<file path="config.mk">
export PLATFORM = sky130hd
export DESIGN_NAME = quat_serial_adder
export DESIGN_NICKNAME = d
export VERILOG_FILES = /design/src/rtl/quat_serial_adder_pkg.sv /design/src/rtl/quat_digit_adder.sv /design/src/rtl/quat_serial_adder.sv
export SDC_FILE = /design/constraint.sdc
export NUM_CORES = 1
export LEC_CHECK = 0
export BUFFER_PORTS_ARGS = -buffer_cell sky130_fd_sc_hd__buf_2
export CORE_MARGIN = 2
export CORE_UTILIZATION = 58
export CTS_CLUSTER_DIAMETER = 150
export CTS_CLUSTER_SIZE = 30
export DETAILED_ROUTE_END_ITERATION = 6
export PLACE_DENSITY = 0.82
export SLEW_MARGIN = 15
export SYNTH_ARGS = -nofsm -noshare
export SYNTH_HDL_FRONTEND = slang
export SYNTH_SLANG_ARGS = --single-unit
</file>
<file path="constraint.sdc">
create_clock -name clk -period 6.72 [get_ports clk]
set_clock_uncertainty 0.05 [all_clocks]
set_input_delay 0.672 -clock clk [delete_from_list [all_inputs] [get_ports clk]]
set_output_delay 0.672 -clock clk [all_outputs]
set_load 0.02 [all_outputs]
</file>
<file path="src/rtl/quat_serial_adder_pkg.sv">
// quat_serial_adder_pkg: shared FSM state encoding and digit width for the serial base-4 adder
package quat_serial_adder_pkg;
  localparam int DIGIT_W = 2;
  typedef enum logic [1:0] {S_IDLE, S_RUN, S_DONE} state_t;
endpackage

</file>
<file path="src/rtl/quat_digit_adder.sv">
// quat_digit_adder: one base-4 digit full adder; a_i/b_i/c_i in, s_o digit and c_o carry out
module quat_digit_adder
  import quat_serial_adder_pkg::*;
(
  input  logic [DIGIT_W-1:0] a_i,
  input  logic [DIGIT_W-1:0] b_i,
  input  logic               c_i,
  output logic [DIGIT_W-1:0] s_o,
  output logic               c_o
);
  logic [DIGIT_W:0] d;
  assign d = {1'b0, a_i} + {1'b0, b_i} + {{DIGIT_W{1'b0}}, c_i};
  assign s_o = d[DIGIT_W-1:0];
  assign c_o = d[DIGIT_W];
endmodule

</file>
<file path="src/rtl/quat_serial_adder.sv">
// quat_serial_adder: digit-serial base-4 add/sub; start/sub/a/b in, busy/done pulse/sum/cout out
module quat_serial_adder
  import quat_serial_adder_pkg::*;
#(
  parameter int DIGITS = 8
) (
  input  logic                      clk,
  input  logic                      reset,
  input  logic                      start,
  input  logic                      sub,
  input  logic [DIGIT_W*DIGITS-1:0] a,
  input  logic [DIGIT_W*DIGITS-1:0] b,
  output logic                      busy,
  output logic                      done,
  output logic [DIGIT_W*DIGITS-1:0] sum,
  output logic                      cout
);
  localparam int W = DIGIT_W * DIGITS;
  localparam int IW = DIGITS > 1 ? $clog2(DIGITS) : 1;
  state_t state_q, state_d;
  logic [IW-1:0] idx_q, idx_d;
  logic carry_q, carry_d, sub_q, sub_d, cout_q, cout_d;
  logic [W-1:0] a_q, a_d, b_q, b_d, sum_q, sum_d;
  logic [DIGIT_W-1:0] a_dig, b_dig, s_dig;
  logic c_dig;
  always_comb begin
    a_dig = '0;
    b_dig = '0;
    for (int i = 0; i < DIGITS; i++)
      if (idx_q == IW'(i)) begin
        a_dig = a_q[DIGIT_W*i +: DIGIT_W];
        b_dig = b_q[DIGIT_W*i +: DIGIT_W];
      end
  end
  quat_digit_adder u_dig (
    .a_i(a_dig),
    .b_i(sub_q ? ~b_dig : b_dig),
    .c_i(carry_q),
    .s_o(s_dig),
    .c_o(c_dig)
  );
  always_comb begin
    state_d = state_q;
    idx_d   = idx_q;
    carry_d = carry_q;
    sub_d   = sub_q;
    cout_d  = cout_q;
    a_d     = a_q;
    b_d     = b_q;
    sum_d   = sum_q;
    case (state_q)
      S_IDLE:
        if (start) begin
          a_d     = a;
          b_d     = b;
          sub_d   = sub;
          idx_d   = '0;
          carry_d = sub;
          sum_d   = '0;
          state_d = S_RUN;
        end
      S_RUN: begin
        for (int i = 0; i < DIGITS; i++)
          if (idx_q == IW'(i)) sum_d[DIGIT_W*i +: DIGIT_W] = s_dig;
        carry_d = c_dig;
        if (idx_q == IW'(DIGITS - 1)) begin
          cout_d  = c_dig;
          state_d = S_DONE;
        end else begin
          idx_d = idx_q + 1'b1;
        end
      end
      default: state_d = S_IDLE;
    endcase
  end
  always_ff @(posedge clk) begin
    if (reset) begin
      state_q <= S_IDLE;
      idx_q   <= '0;
      carry_q <= 1'b0;
      sub_q   <= 1'b0;
      cout_q  <= 1'b0;
      a_q     <= '0;
      b_q     <= '0;
      sum_q   <= '0;
    end else begin
      state_q <= state_d;
      idx_q   <= idx_d;
      carry_q <= carry_d;
      sub_q   <= sub_d;
      cout_q  <= cout_d;
      a_q     <= a_d;
      b_q     <= b_d;
      sum_q   <= sum_d;
    end
  end
  assign busy = state_q != S_IDLE;
  assign done = state_q == S_DONE;
  assign sum  = sum_q;
  assign cout = cout_q;
endmodule

</file>
Word level (Yosys, flattened, before mapping)
Cells that the tools add are included.
{"block": "totals", "register_bits": 56, "inputBits": 36, "out_inout_bits": 19, "wordCells": 90}
{"block": "op_classes", "addsub": 3, "n_eq_ne": 19, "n_mux": 35, "bitwise": 1, "n_reduce_logical": 17}
{"operator": "2-bit two-way mux", "count": 27}
{"operator": "16-bit case mux with 2 select lines", "count": 1}
{"operator": "3-bit AND reduction", "count": 9}
{"operator": "2-bit != test (second input constant)", "count": 10}
{"operator": "16-bit two-way mux", "count": 1}
{"operator": "3-bit == test (second input constant)", "count": 4}
{"operator": "2-bit AND reduction", "count": 4}
{"operator": "3-bit by 2-bit == test with 1-bit output (second input constant)", "count": 2}
{"operator": "3-bit two-way mux", "count": 2}
{"operator": "3-bit case mux with 2 select lines", "count": 1}
{"operator": "2-bit case mux with 2 select lines", "count": 1}
{"operator": "2-bit nonzero test", "count": 2}
{"operator": "2-bit by 2-bit adder with 3-bit output", "count": 1}
{"operator": "3-bit by 1-bit adder with 3-bit output", "count": 1}
{"operator": "3-bit by 1-bit adder with 3-bit output (second input constant)", "count": 1}
{"operator": "3-bit by 1-bit == test with 1-bit output (second input constant)", "count": 1}
{"operator": "3-bit zero test", "count": 1}
{"operator": "2-bit by 1-bit == test with 1-bit output (second input constant)", "count": 1}
{"operator": "2-bit == test (second input constant)", "count": 1}
{"operator": "2-bit zero test", "count": 1}
{"operator": "2-bit NOT", "count": 1}
{"operator": "1-bit case mux with 2 select lines", "count": 1}
{"operator": "1-bit two-way mux", "count": 1}

Depth between registers and ports, before layout
Gate-level depths: netlist (run 1).
{"block": "logic_depth", "word_depth": 15, "mapped_depth": 13, "depth_no_buf": 11}

Hierarchy
A second synthesis (run 1) with hierarchy kept.
{"block": "hier_totals", "hier_cells": 336, "hier_area_um2": 2661.3}
{"module": "quat_serial_adder", "instances": 1, "cells_each": 326, "area_each_um2": 2591.2, "seq_area_each_um2": 1121.1}
{"module": "quat_digit_adder", "instances": 1, "cells_each": 10, "area_each_um2": 70.1, "seq_area_each_um2": 0.0}

Worst setup path before layout (run 1)
Ideal clock, no wire load.
{"block": "synth_path", "path_kind": "register -> register", "from": "reg idx_q[2]", "to": "reg sum_q[11], in the netlist sum[11]", "setup_ps": 128, "arrival_time_ps": 2939, "t_required_ps": 6542, "setup_slack_ps": 3603, "stages_incl_launch_ff": 14, "n_path_buf": 2, "synth_period_minus_slack_ps": 3117, "path_cell_list": "dfxtp_1 > buf_2 > inv_1 > ha_1 > buf_2 > or2_4 > a221oi_2 > o2111a_1 > a311oi_2 > fa_1 > fa_1 > and2_1 > mux2i_1 > nor2_1"}
{"block": "synth_between", "elab_chain_len": 15, "elab_cells_between_ends": 32, "classes_between": "add/sub (2); eq/ne (8); mux (19); bitwise (1); reduce/logical (2)"}
{"element": "start, declared", "line": "quat_serial_adder.sv:21", "text": "logic [IW-1:0] idx_q, idx_d;"}
{"element": "start signal, assigned", "line": "quat_serial_adder.sv:88", "text": "idx_q <= idx_d;"}
{"element": "3-bit zero test", "line": "quat_serial_adder.sv:30", "text": "if (idx_q == IW'(i)) begin"}
{"element": "2-bit two-way mux (8 in series)", "line": "quat_serial_adder.sv:30"}
{"element": "2-bit NOT", "line": "quat_serial_adder.sv:37", "text": ".b_i(sub_q ? ~b_dig : b_dig),"}
{"element": "2-bit two-way mux", "line": "quat_serial_adder.sv:37"}
{"element": "2-bit by 2-bit adder with 3-bit output", "line": "quat_digit_adder.sv:12", "text": "assign d = {1'b0, a_i} + {1'b0, b_i} + {{DIGIT_W{1'b0}}, c_i};"}
{"element": "3-bit by 1-bit adder with 3-bit output", "line": "quat_digit_adder.sv:12"}
{"element": "2-bit two-way mux", "line": "quat_serial_adder.sv:64", "text": "if (idx_q == IW'(i)) sum_d[DIGIT_W*i +: DIGIT_W] = s_dig;"}
{"element": "16-bit case mux with 2 select lines", "line": "quat_serial_adder.sv:51", "text": "case (state_q)"}
{"element": "end signal, assigned", "line": "quat_serial_adder.sv:94", "text": "sum_q <= sum_d;"}
{"element": "end, declared", "line": "quat_serial_adder.sv:23", "text": "logic [W-1:0] a_q, a_d, b_q, b_d, sum_q, sum_d;"}
Several ways; a longest one is shown, not always the timed one. The select of a mux whose other input is x is not followed.
A chain may end at the register's enable or synchronous reset.

Worst setup path in the final report (run 1)
Ends and elaborated chain as after synthesis.

==> impl_metrics.env, run 1 <==
export IMPL_status="finished, final reports clean"
export IMPL_synthArstFlopShare_pct=0
export IMPL_max_freq_mhz=282
export IMPL_synth_top_cell_area_share_pct=42.9
export IMPL_synth_seq_area_share_pct=42.9
export IMPL_violation_count_after_the_first_detailed_routing_iteration=233
export IMPL_delay_of_the_slowest_cell_on_the_worst_path_ns=0.66
export IMPL_multi_input_comb_area_mm2=0.00133
export IMPL_global_route_usage_met3_pct=6.13
export IMPL_p_leak_nw=1.22
export IMPL_netlist_cell_type_count=34
export IMPL_postSynthCellCount=332
export IMPL_setup_worst_path_start_class="register"
export IMPL_placement_cell_area_mm2=0.00284
export IMPL_place_detailed_hpwl_mm=4.20
export IMPL_postSynthAreaPerCell_um2=7.87
export IMPL_post_cts_resized=0
export IMPL_gpl_final_weighted_congestion=0.939
export IMPL_cts_htree_levels=2
export IMPL_final_hold_violation_count=0
export IMPL_internal_power_mw=0.469
export IMPL_totalWireLength_mm=6.00
export IMPL_post_cts_repair_setup_buffers=0
export IMPL_timing_max_transition_violations_final=0
export IMPL_synth_top_area_cell="sky130_fd_sc_hd__dfxtp_1"
export IMPL_groute_usage_overall_pct=24.4
export IMPL_synthTopCellsByArea="sky130_fd_sc_hd__dfxtp_1 (43%), sky130_fd_sc_hd__nand2_1 (12%), sky130_fd_sc_hd__a21oi_1 (10%)"
export IMPL_avgViaCountPerCell=5.62
export IMPL_regArea_mm2=0.00112
export IMPL_worst_vdd_drop_uv=168
export IMPL_postRouteAntennaNets=0
export IMPL_num_vias=2379
export IMPL_critical_path_most_common_cell="sky130_fd_sc_hd__fa_1"
export IMPL_synth_top_cells_by_count="sky130_fd_sc_hd__nand2_1 (83), sky130_fd_sc_hd__dfxtp_1 (56), sky130_fd_sc_hd__a21oi_1 (52), sky130_fd_sc_hd__nor2_1 (30), sky130_fd_sc_hd__buf_2 (13)"
export IMPL_yosysWarningCount=0
export IMPL_floorplan_die_width_um=71.1
export IMPL_filler_cell_count=359
export IMPL_pwr_share_comb_pct=15.7
export IMPL_die_y_um=71.1
export IMPL_clk_insertion_delay_late_ns=0.30
export IMPL_power_frac_seq_pct=55.3
export IMPL_clkSlewWorstSetupHoldPaths_ns=0.09
export IMPL_timing_hold_worst_class="register to register"
export IMPL_post_route_min_period_ns=3.55
export IMPL_relative_max_transition_margin_pct=25.5
export IMPL_netSwitchingPower_mw=0.178
export IMPL_fin_crit_sh_pct=52.8
export IMPL_grt_antenna_before_repair=0
export IMPL_cts_sinks=56
export IMPL_stdcell_area_mm2=0.00293
export IMPL_cts_hold_buffers=0
export IMPL_required_ns=6.83
export IMPL_fp_coreArea_mm2=0.00435
export IMPL_syn_num_nets=376
export IMPL_antennaDiodeCount=0
export IMPL_setup_violations=0
export IMPL_worst_path_max_fanout=16
export IMPL_design_die_area_mm2=0.00506
export IMPL_peak_usage_layer_in_the_global_routing_report="met2"
export IMPL_timing_setup_critical_path_class="register to register"
export IMPL_grt_setup_unrepaired="no"
export IMPL_area_delta_synth_final_pct=12.3
export IMPL_fin_tns_setup_ns=0
export IMPL_worst_pin_slew_ns=1.12
export IMPL_clock_power_share_pct=28.9
export IMPL_detail_route_wl_per_cell_um=14.2
export IMPL_wire_length_of_the_first_global_routing_pass_mm=9.92
export IMPL_clock_tree_root_cell="sky130_fd_sc_hd__clkbuf_8"
export IMPL_max_cap_viol_count=0
export IMPL_grt_pass1_vias=2233
export IMPL_buffer_ports_inserted=54
export IMPL_use_met2_pct=41.4
export IMPL_critical_path_cell_chain="inv_1, ha_1, or2_4, a221oi_2, o2111a_1, a311oi_2, fa_1, fa_1, and2_1, mux2i_1, nor2_1"
export IMPL_clock_tree_buffer_depth=2
export IMPL_arrival_ns=3.66
export IMPL_power_density_normalized_to_cell_area_mw_per_mm2=221
export IMPL_first_pass_iters=4
export IMPL_rows=24
export IMPL_initial_core_util_pct=60.0
export IMPL_post_route_cells_drive_above_1_share_pct=18.9
export IMPL_synth_ff_type="sky130_fd_sc_hd__dfxtp_1"
export IMPL_grt_overflow_total=0
export IMPL_count_of_flip_flops_with_a_built_in_enable_after_synthesis=0
export IMPL_tritoncts_clock_tree="built"
export IMPL_num_io_pins=55
export IMPL_critical_path_endpoint_type="register"
export IMPL_fraction_of_power_spent_switching_nets_pct=27.5
export IMPL_slowest_stage="sky130_fd_sc_hd__dfxtp_1"
export IMPL_met1_use_gr_pct=30.4
export IMPL_grt_max_degree=57
export IMPL_num_nets_final=414
export IMPL_power_total_mw=0.647
export IMPL_number_of_buffers_added_by_the_clock_tree_synthesis_step=5
export IMPL_synth_most_common_cell="sky130_fd_sc_hd__nand2_1"
export IMPL_yosys_register_bits=56
export IMPL_syn_std_cell_area_mm2=0.00261
export IMPL_drt_drc_violations_left=0
[logic make-up after synthesis]
logic type	after synthesis	share of synthesized area (%)
adder cells (fa/ha/maj)	8	4.41
multiplexers	6	2.30
buffers and inverters	35	6.23
AO/OA/AOI/OAI	88	21.2
AND/OR/NAND/NOR	139	23.0
flip-flops	56	42.9
[stage by stage]
stage	std cells	hold slack (ns)	utilization [%]	setup slack, ns
3_5_place_dp	415	0.397	65.2	3.22
3_3_place_gp	415	0.393	65.2	3.38
2_1_floorplan	332	0.382	-	3.60
5_1_grt	423	0.431	67.3	2.93
6_report	423	0.413	67.3	3.17
4_1_cts	423	0.414	67.3	3.23
[final cells by class]
| type | count | share of cell area, % |
|---|---|---|
| clock buffer | 6 | 2.82 |
| inverter | 11 | 1.41 |
| timing repair buffer | 55 | 9.48 |
| sequential | 56 | 38.2 |
| tap | 52 | 2.22 |
| multi-input combinational | 241 | 45.5 |
| clock inverter | 2 | 0.341 |
[worst max-delay path, delay by kind of cell (launching register included)]
family          cells  cell delay [ns]
fa+ha+maj           3             1.31
flops               1             0.66
mux                 1             0.13
compound gates      3             0.50
buf+inv             1             0.19
simple gates        3             0.56
[final timing paths]
kind,startpoint,end,cells after the start,slack (ns)
setup reg to reg,idx_q[2]$_SDFFE_PP0P_,sum[11]$_SDFFE_PP0P_,11,3.17
hold reg to reg,a_q[5]$_SDFFE_PP0P_,a_q[5]$_SDFFE_PP0P_,2,0.41
hold / removal,a_q[5]$_SDFFE_PP0P_,a_q[5]$_SDFFE_PP0P_,2,0.41
setup / recovery,idx_q[2]$_SDFFE_PP0P_,sum[11]$_SDFFE_PP0P_,11,3.17
[cell usage in the layout, fill, tap and decap left out, types with 2 or more instances in the layout]
cell,instances
sky130_fd_sc_hd__a21oi_1,52
sky130_fd_sc_hd__inv_1,11
sky130_fd_sc_hd__a2bb2oi_1,2
sky130_fd_sc_hd__and2_1,2
sky130_fd_sc_hd__nor2b_1,4
sky130_fd_sc_hd__a22o_1,2
sky130_fd_sc_hd__a31oi_1,3
sky130_fd_sc_hd__nand3b_1,5
sky130_fd_sc_hd__nor2_1,30
sky130_fd_sc_hd__a22oi_1,5
sky130_fd_sc_hd__a221oi_1,2
sky130_fd_sc_hd__ha_1,6
sky130_fd_sc_hd__fa_1,2
sky130_fd_sc_hd__o22ai_1,2
sky130_fd_sc_hd__a221oi_2,2
sky130_fd_sc_hd__nand2_1,83
sky130_fd_sc_hd__mux2i_1,6
sky130_fd_sc_hd__a32oi_1,4
sky130_fd_sc_hd__o2111a_1,2
sky130_fd_sc_hd__clkinv_2,2
sky130_fd_sc_hd__nand3_1,7
sky130_fd_sc_hd__or3_1,2
sky130_fd_sc_hd__o21ai_0,7
sky130_fd_sc_hd__clkbuf_8,6
sky130_fd_sc_hd__a311oi_2,2
sky130_fd_sc_hd__o21ai_1,2
sky130_fd_sc_hd__buf_2,54
sky130_fd_sc_hd__dfxtp_1,56
[power by group through the flow]
stage	clock [mW]	combinational [mW]	sequential, mW
6_report	0.187	0.102	0.358
5_1_grt	0.204	0.114	0.360
4_1_cts	0.191	0.101	0.358
3_5_place_dp	0	0.101	0.366
3_3_place_gp	0	0.0984	0.366
2_1_floorplan	0	0.0731	0.364
[routing by layer]
layer / part of all wire [%] / vias to the layer above
met5: 0 / -
met3: 6.4 / 8
met1: 44 / 1103
met2: 49 / 73
met4: 1.1 / 0
li1: - / 1195
[flip-flops by register name, indices dropped and copies added (netlist names)]
| name | flops |
|---|---|
| b_q | 16 |
| sum | 16 |
| carry_q | 1 |
| idx_q | 3 |
| state_q | 2 |
| a_q | 16 |
| sub_q | 1 |
| cout | 1 |
Power figures use the tool's default switching activity.
==> run 2, diff against run 1 <==
--- a/config.mk
+++ b/config.mk
@@ -7,11 +7,11 @@
 export LEC_CHECK = 0
 export BUFFER_PORTS_ARGS = -buffer_cell sky130_fd_sc_hd__buf_2
 export CORE_MARGIN = 2
-export CORE_UTILIZATION = 58
+export CORE_UTILIZATION = 49
 export CTS_CLUSTER_DIAMETER = 150
 export CTS_CLUSTER_SIZE = 30
 export DETAILED_ROUTE_END_ITERATION = 6
-export PLACE_DENSITY = 0.82
+export PLACE_DENSITY = 0.74
 export SLEW_MARGIN = 15
 export SYNTH_ARGS = -nofsm -noshare
 export SYNTH_HDL_FRONTEND = slang
==> constraint.sdc (replaced) <==
create_clock -name clk -period 2.99 [get_ports clk]
set_clock_uncertainty 0.05 [all_clocks]
set_input_delay 0.299 -clock clk [delete_from_list [all_inputs] [get_ports clk]]
set_output_delay 0.299 -clock clk [all_outputs]
set_load 0.02 [all_outputs]
==> run 2 against run 1 <==
Compared with the run above: worst hold slack got worse by 0.26 ns; final cell count increased by 8.3%; largest cell class unchanged; critical path depth unchanged.
==> impl_metrics.env, run 2 (synthesis gave the netlist of run 1 again) <==
export IMPL_stdcell_area_mm2=0.00321
export IMPL_grt_pass1_vias=2312
export IMPL_reg_to_reg_endpoint="sum[1]$_SDFFE_PP0P_"
export IMPL_max_cap_viol_count=0
export IMPL_totalWireLength_mm=6.16
export IMPL_place_worst_setup_slack_ns=-0.103
export IMPL_num_io_pins=55
export IMPL_grt_max_degree=57
export IMPL_worst_path_max_fanout=6
export IMPL_buffer_ports_inserted=54
export IMPL_rows=26
export IMPL_cts_sinks=56
export IMPL_layout_cells_most_common_list="sky130_fd_sc_hd__nand2_1 (83), sky130_fd_sc_hd__buf_2 (54), sky130_fd_sc_hd__dfxtp_1 (53)"
export IMPL_arrival_ns=3.01
export IMPL_grt_setup_unrepaired="yes"
export IMPL_gpl_final_weighted_congestion=0.821
export IMPL_antennaDiodeCount=0
export IMPL_setup_worst_path_start_class="register"
export IMPL_relative_max_transition_margin_pct=34.8
export IMPL_violation_count_after_the_first_detailed_routing_iteration=134
export IMPL_floorplan_die_width_um=77
export IMPL_clock_tree_buffer_depth=2
export IMPL_power_total_mw=1.57
export IMPL_worst_path_dominant_cell_family="adder cells"
export IMPL_power_frac_seq_pct=51.1
export IMPL_place_detailed_hpwl_mm=4.38
export IMPL_worst_pin_slew_ns=0.977
export IMPL_r2r_slack_ns=0.12
export IMPL_final_instance_count_excl_fill=458
export IMPL_die_y_um=77
export IMPL_end_point_of_the_most_critical_hold_path="a_q[4]$_SDFFE_PP0P_"
export IMPL_final_core_utilization_pct=62.5
export IMPL_placement_cell_area_mm2=0.00301
export IMPL_clkSlewWorstSetupHoldPaths_ns=0.10
export IMPL_num_vias=2412
export IMPL_fin_crit_sh_pct=96.1
export IMPL_num_nets_final=431
export IMPL_layout_cells_most_common="sky130_fd_sc_hd__nand2_1"
export IMPL_worst_vdd_drop_uv=302
export IMPL_first_pass_iters=4
export IMPL_grt_antenna_before_repair=0
export IMPL_wire_length_of_the_first_global_routing_pass_mm=10.6
export IMPL_timing_max_transition_violations_final=0
export IMPL_post_route_min_period_ns=2.87
export IMPL_worst_slack_ns=0.115
export IMPL_grt_overflow_total=0
export IMPL_setup_violations=0
export IMPL_reg2regPathDepth=11
export IMPL_power_density_normalized_to_cell_area_mw_per_mm2=490
export IMPL_worst_r2r_startpoint="idx_q[1]$_SDFFE_PP0P_"
export IMPL_clk_insertion_delay_late_ns=0.32
export IMPL_initial_core_util_pct=50.8
export IMPL_max_freq_mhz=348
export IMPL_design_die_area_mm2=0.00593
export IMPL_path_buf_inv=0
export IMPL_detail_route_wl_per_cell_um=13.5
export IMPL_hp_start="a[4]"
export IMPL_internal_power_mw=1.16
export IMPL_tritoncts_clock_tree="built"
export IMPL_fraction_of_power_spent_switching_nets_pct=26.3
export IMPL_clock_tree_root_cell="sky130_fd_sc_hd__clkbuf_8"
export IMPL_p_leak_nw=1.32
export IMPL_slowest_stage="sky130_fd_sc_hd__fa_2"
export IMPL_netSwitchingPower_mw=0.415
export IMPL_drt_drc_violations_left=0
export IMPL_pwr_share_comb_pct=15.9
export IMPL_required_ns=3.12
export IMPL_worst_hold_path_num_cells=3
export IMPL_postRouteAntennaNets=0
export IMPL_timing_setup_critical_path_class="register to register"
export IMPL_avgViaCountPerCell=5.27
export IMPL_area_delta_synth_final_pct=23.1
export IMPL_critical_path_cell_chain="ha_4, ha_4, or2_4, a221oi_2, o21ai_1, a311oi_2, fa_2, fa_2, and2_4, mux2i_1, nor2_1"
export IMPL_timing_critical_path_from="idx_q[1]$_SDFFE_PP0P_"
export IMPL_final_hold_violation_count=0
export IMPL_groute_usage_overall_pct=22.0
export IMPL_timing_hold_worst_class="primary input to register"
export IMPL_cts_htree_levels=2
export IMPL_critical_path_endpoint_type="register"
export IMPL_number_of_buffers_added_by_the_clock_tree_synthesis_step=5
export IMPL_clock_power_share_pct=32.9
export IMPL_placed_cells_incl_taps=449
export IMPL_status="finished, final reports clean"
export IMPL_fp_coreArea_mm2=0.00514
export IMPL_post_route_cells_drive_above_1_share_pct=27.1
export IMPL_delay_of_the_slowest_cell_on_the_worst_path_ns=0.49
run 2: changes by cell type in the layout (fill, tap and decap cells not counted), moves of 3 or more:
cell,previous run,this run
sky130_fd_sc_hd__buf_4,1,17
sky130_fd_sc_hd__dfxtp_1,56,53
sky130_fd_sc_hd__ha_1,6,0
sky130_fd_sc_hd__ha_4,0,4
run 2: worst max path at each step:
| stage | cells after the start | end | slack [ns] |
|---|---|---|---|
| after floorplan | 13 | sum[11]$_SDFFE_PP0P_ | -0.0003 |
| after global placement | 11 | sum[11]$_SDFFE_PP0P_ | -0.01 |
| after detailed placement | 12 | sum[3]$_SDFFE_PP0P_ | -0.10 |
| after CTS | 12 | sum[11]$_SDFFE_PP0P_ | 0.002 |
| after global routing | 12 | sum[11]$_SDFFE_PP0P_ | -0.05 |
| final | 11 | sum[1]$_SDFFE_PP0P_ | 0.12 |
run 2: worst min-delay path, cell delays in order:
cell and delay (ns):
sky130_fd_sc_hd__buf_2 0.10, sky130_fd_sc_hd__nand2_1 0.04, sky130_fd_sc_hd__a21oi_1 0.05
run 2: per-layer routing:
metal  GRT usage, %  wire [um]  vias up
li1               -          -     1239
met1           29.7       2770     1109
met3           3.88        315       10
met4           6.96        110        0
met5              0          0        -
met2           36.0       2960       54
run 2: power groups by stage:
stage	sequential [mW]	combinational (mW)	clock, mW
6_report	0.805	0.251	0.519
5_1_grt	0.811	0.280	0.555
4_1_cts	0.805	0.245	0.533
3_5_place_dp	0.822	0.241	0
3_3_place_gp	0.821	0.236	0
2_1_floorplan	0.817	0.168	0
run 2: repair_timing:
item,in CTS,in global routing
resized for setup,6,12
hold endpoints to repair,0,0
pin swaps,3,9
endpoints found under the setup margin,5,8
hold buffers,0,0
setup buffers,0,1
run 2: stage by stage:
stage	hold slack (ns)	TNS, ns
6_report	0.156	0
5_1_grt	0.164	-0.103
4_1_cts	0.149	0
3_5_place_dp	0.402	-0.312
3_3_place_gp	0.396	-0.0347
2_1_floorplan	0.382	-0.000849
run 2: layout make-up:
class                      count  area, um2
fill                         492       1930
timing repair buffer          72        409
clock buffer                   6       82.6
sequential                    56       1130
clock inverter                 2       38.8
tap                           70       87.6
multi-input combinational    241       1420
inverter                      11       43.8
==> run 3, diff against run 2 <==
--- a/config.mk
+++ b/config.mk
@@ -11,6 +11,7 @@
 export CTS_CLUSTER_DIAMETER = 150
 export CTS_CLUSTER_SIZE = 30
 export DETAILED_ROUTE_END_ITERATION = 6
+export MAX_ROUTING_LAYER = met4
 export PLACE_DENSITY = 0.74
 export SLEW_MARGIN = 15
 export SYNTH_ARGS = -nofsm -noshare
==> run 3 against run 2 <==
Compared with the run above: core utilization unchanged; power up 0.13%; highest routed layer unchanged; first-iteration DRC count fell by 9.7%; via count grew 0.12%; final cell count did not move; routed wire length up 1.1%; design area stayed put; die area did not move; maximum frequency is 0.25% lower; combinational power about the same; sequential cell count is the same; register-to-register slack is essentially flat.
==> impl_metrics.env, run 3 (synthesis gave the netlist of run 1 again) <==
export IMPL_required_ns=3.12
export IMPL_number_of_buffers_added_by_the_clock_tree_synthesis_step=5
export IMPL_final_hold_violation_count=0
export IMPL_critical_path_cell_chain="ha_4, ha_4, or2_4, a221oi_2, o21ai_1, a311oi_2, fa_2, fa_2, and2_4, mux2i_1, nor2_1"
export IMPL_stdcell_area_mm2=0.00321
export IMPL_filler_cell_count=492
export IMPL_delay_of_the_slowest_cell_on_the_worst_path_ns=0.49
export IMPL_buffer_ports_inserted=54
export IMPL_wire_length_of_the_first_global_routing_pass_mm=10.6
export IMPL_layout_cells_most_common_list="sky130_fd_sc_hd__nand2_1 (83), sky130_fd_sc_hd__buf_2 (54), sky130_fd_sc_hd__dfxtp_1 (53)"
export IMPL_power_frac_seq_pct=51.1
export IMPL_violation_count_after_the_first_detailed_routing_iteration=121
export IMPL_clock_power_share_pct=33.0
export IMPL_num_vias=2415
export IMPL_setup_worst_path_start_class="register"
export IMPL_num_io_pins=55
export IMPL_area_delta_synth_final_pct=23.1
export IMPL_max_cap_viol_count=0
export IMPL_fin_crit_sh_pct=96.4
export IMPL_fp_coreArea_mm2=0.00514
export IMPL_drt_drc_violations_left=0
export IMPL_grt_overflow_total=0
export IMPL_reg_to_reg_endpoint="sum[1]$_SDFFE_PP0P_"
export IMPL_cts_sinks=56
export IMPL_regArea_mm2=0.00113
export IMPL_floorplan_die_width_um=77
export IMPL_arrival_ns=3.02
export IMPL_worst_hold_path_num_cells=3
export IMPL_timing_hold_worst_class="primary input to register"
export IMPL_tritoncts_clock_tree="built"
export IMPL_fin_tns_setup_ns=0
export IMPL_grt_setup_unrepaired="yes"
export IMPL_netSwitchingPower_mw=0.417
export IMPL_pwr_share_comb_pct=15.9
export IMPL_die_y_um=77
export IMPL_rows=26
export IMPL_worst_path_max_fanout=6
export IMPL_end_point_of_the_most_critical_hold_path="a_q[4]$_SDFFE_PP0P_"
export IMPL_reg2regPathDepth=11
export IMPL_power_density_normalized_to_cell_area_mw_per_mm2=490
export IMPL_detail_route_wl_per_cell_um=13.6
export IMPL_hp_start="a[4]"
export IMPL_cts_htree_levels=2
export IMPL_clkSlewWorstSetupHoldPaths_ns=0.10
export IMPL_initial_core_util_pct=50.8
export IMPL_post_route_min_period_ns=2.88
export IMPL_slowest_stage="sky130_fd_sc_hd__fa_2"
export IMPL_fraction_of_power_spent_switching_nets_pct=26.4
export IMPL_timing_setup_critical_path_class="register to register"
export IMPL_finalHoldWorstSlack_ns=0.154
export IMPL_placement_cell_area_mm2=0.00301
export IMPL_clock_tree_buffer_depth=2
export IMPL_worst_r2r_startpoint="idx_q[1]$_SDFFE_PP0P_"
export IMPL_totalWireLength_mm=6.23
export IMPL_num_nets_final=431
export IMPL_antennaDiodeCount=0
export IMPL_setup_violations=0
export IMPL_r2r_slack_ns=0.11
export IMPL_worst_vdd_drop_uv=303
export IMPL_grt_antenna_before_repair=0
export IMPL_cts_hold_buffers=0
export IMPL_timing_max_transition_violations_final=0
export IMPL_relative_max_transition_margin_pct=34.8
export IMPL_gpl_final_weighted_congestion=0.833
export IMPL_grt_max_degree=57
export IMPL_design_die_area_mm2=0.00593
export IMPL_post_route_cells_drive_above_1_share_pct=27.1
export IMPL_multi_input_comb_area_mm2=0.00142
export IMPL_avgViaCountPerCell=5.27
export IMPL_status="finished, final reports clean"
export IMPL_first_pass_iters=4
export IMPL_layout_cells_most_common="sky130_fd_sc_hd__nand2_1"
export IMPL_grt_pass1_vias=2314
export IMPL_critical_path_endpoint_type="register"
export IMPL_worst_pin_slew_ns=0.978
export IMPL_postRouteAntennaNets=0
export IMPL_groute_usage_overall_pct=22.6
export IMPL_max_freq_mhz=347
export IMPL_p_leak_nw=1.32
export IMPL_clock_tree_root_cell="sky130_fd_sc_hd__clkbuf_8"
export IMPL_clk_insertion_delay_late_ns=0.32
export IMPL_place_detailed_hpwl_mm=4.38
export IMPL_final_core_utilization_pct=62.5
export IMPL_internal_power_mw=1.16
run 3: cell counts in the layout (fill, tap and decap cells not counted):
No cell type changed its count.
run 3: repair_timing:
action,in CTS,in global routing
endpoints found under the hold margin,0,0
gates resized for setup,6,12
endpoints found under the setup margin,5,8
buffers inserted,0,1
pin swaps,3,9
run 3: cell type report:
cell class | count | area share, %
clock inverter | 2 | 1.21
multi-input combinational | 241 | 44.3
inverter | 11 | 1.36
clock buffer | 6 | 2.57
sequential | 56 | 35.1
timing repair buffer | 72 | 12.7
tap | 70 | 2.72
run 3: worst max path at each step:
stage                               start                   end  slack [ns]  depth (start not counted)
floorplan           idx_q[2]$_SDFFE_PP0P_  sum[11]$_SDFFE_PP0P_     -0.0003                         13
global placement    idx_q[1]$_SDFFE_PP0P_  sum[11]$_SDFFE_PP0P_       -0.01                         11
detailed placement  idx_q[1]$_SDFFE_PP0P_   sum[3]$_SDFFE_PP0P_       -0.10                         12
CTS                 idx_q[0]$_SDFFE_PP0P_  sum[11]$_SDFFE_PP0P_       0.002                         12
global route        idx_q[0]$_SDFFE_PP0P_  sum[11]$_SDFFE_PP0P_       -0.05                         12
finish              idx_q[1]$_SDFFE_PP0P_   sum[1]$_SDFFE_PP0P_        0.11                         11
run 3: worst max-delay path: cells and delay by family (launching register included):
kind                       cells  cell delay (ns)
AOI/OAI and AO/OA              3             0.65
adders and majority gates      4             1.09
DFF                            1             0.37
muxes                          1             0.12
and+or+nand+nor                3             0.46
run 3: metrics by stage:
stage / setup slack (ns) / total power [mW] / instances
CTS: 0.00163 / 1.58 / 457
global placement: -0.0135 / 1.06 / 449
floorplan: -0.000298 / 0.986 / 332
detailed placement: -0.103 / 1.06 / 449
finish: 0.108 / 1.58 / 458
global route: -0.0506 / 1.65 / 458
run 3: power groups by stage:
stage | logic (mW) | clock network [mW] | registers (mW)
floorplan | 0.168 | 0 | 0.817
global placement | 0.236 | 0 | 0.821
detailed placement | 0.241 | 0 | 0.822
CTS | 0.245 | 0.533 | 0.805
global route | 0.280 | 0.555 | 0.811
finish | 0.251 | 0.520 | 0.805
run 3: metal layers:
layer | routed length, um | vias up | global-route usage (%)
met5 | 0 | - | -
li1 | - | 1238 | -
met1 | 2790 | 1103 | 29.5
met2 | 3020 | 65 | 36.1
met4 | 94 | 0 | 6.96
met3 | 323 | 9 | 3.88
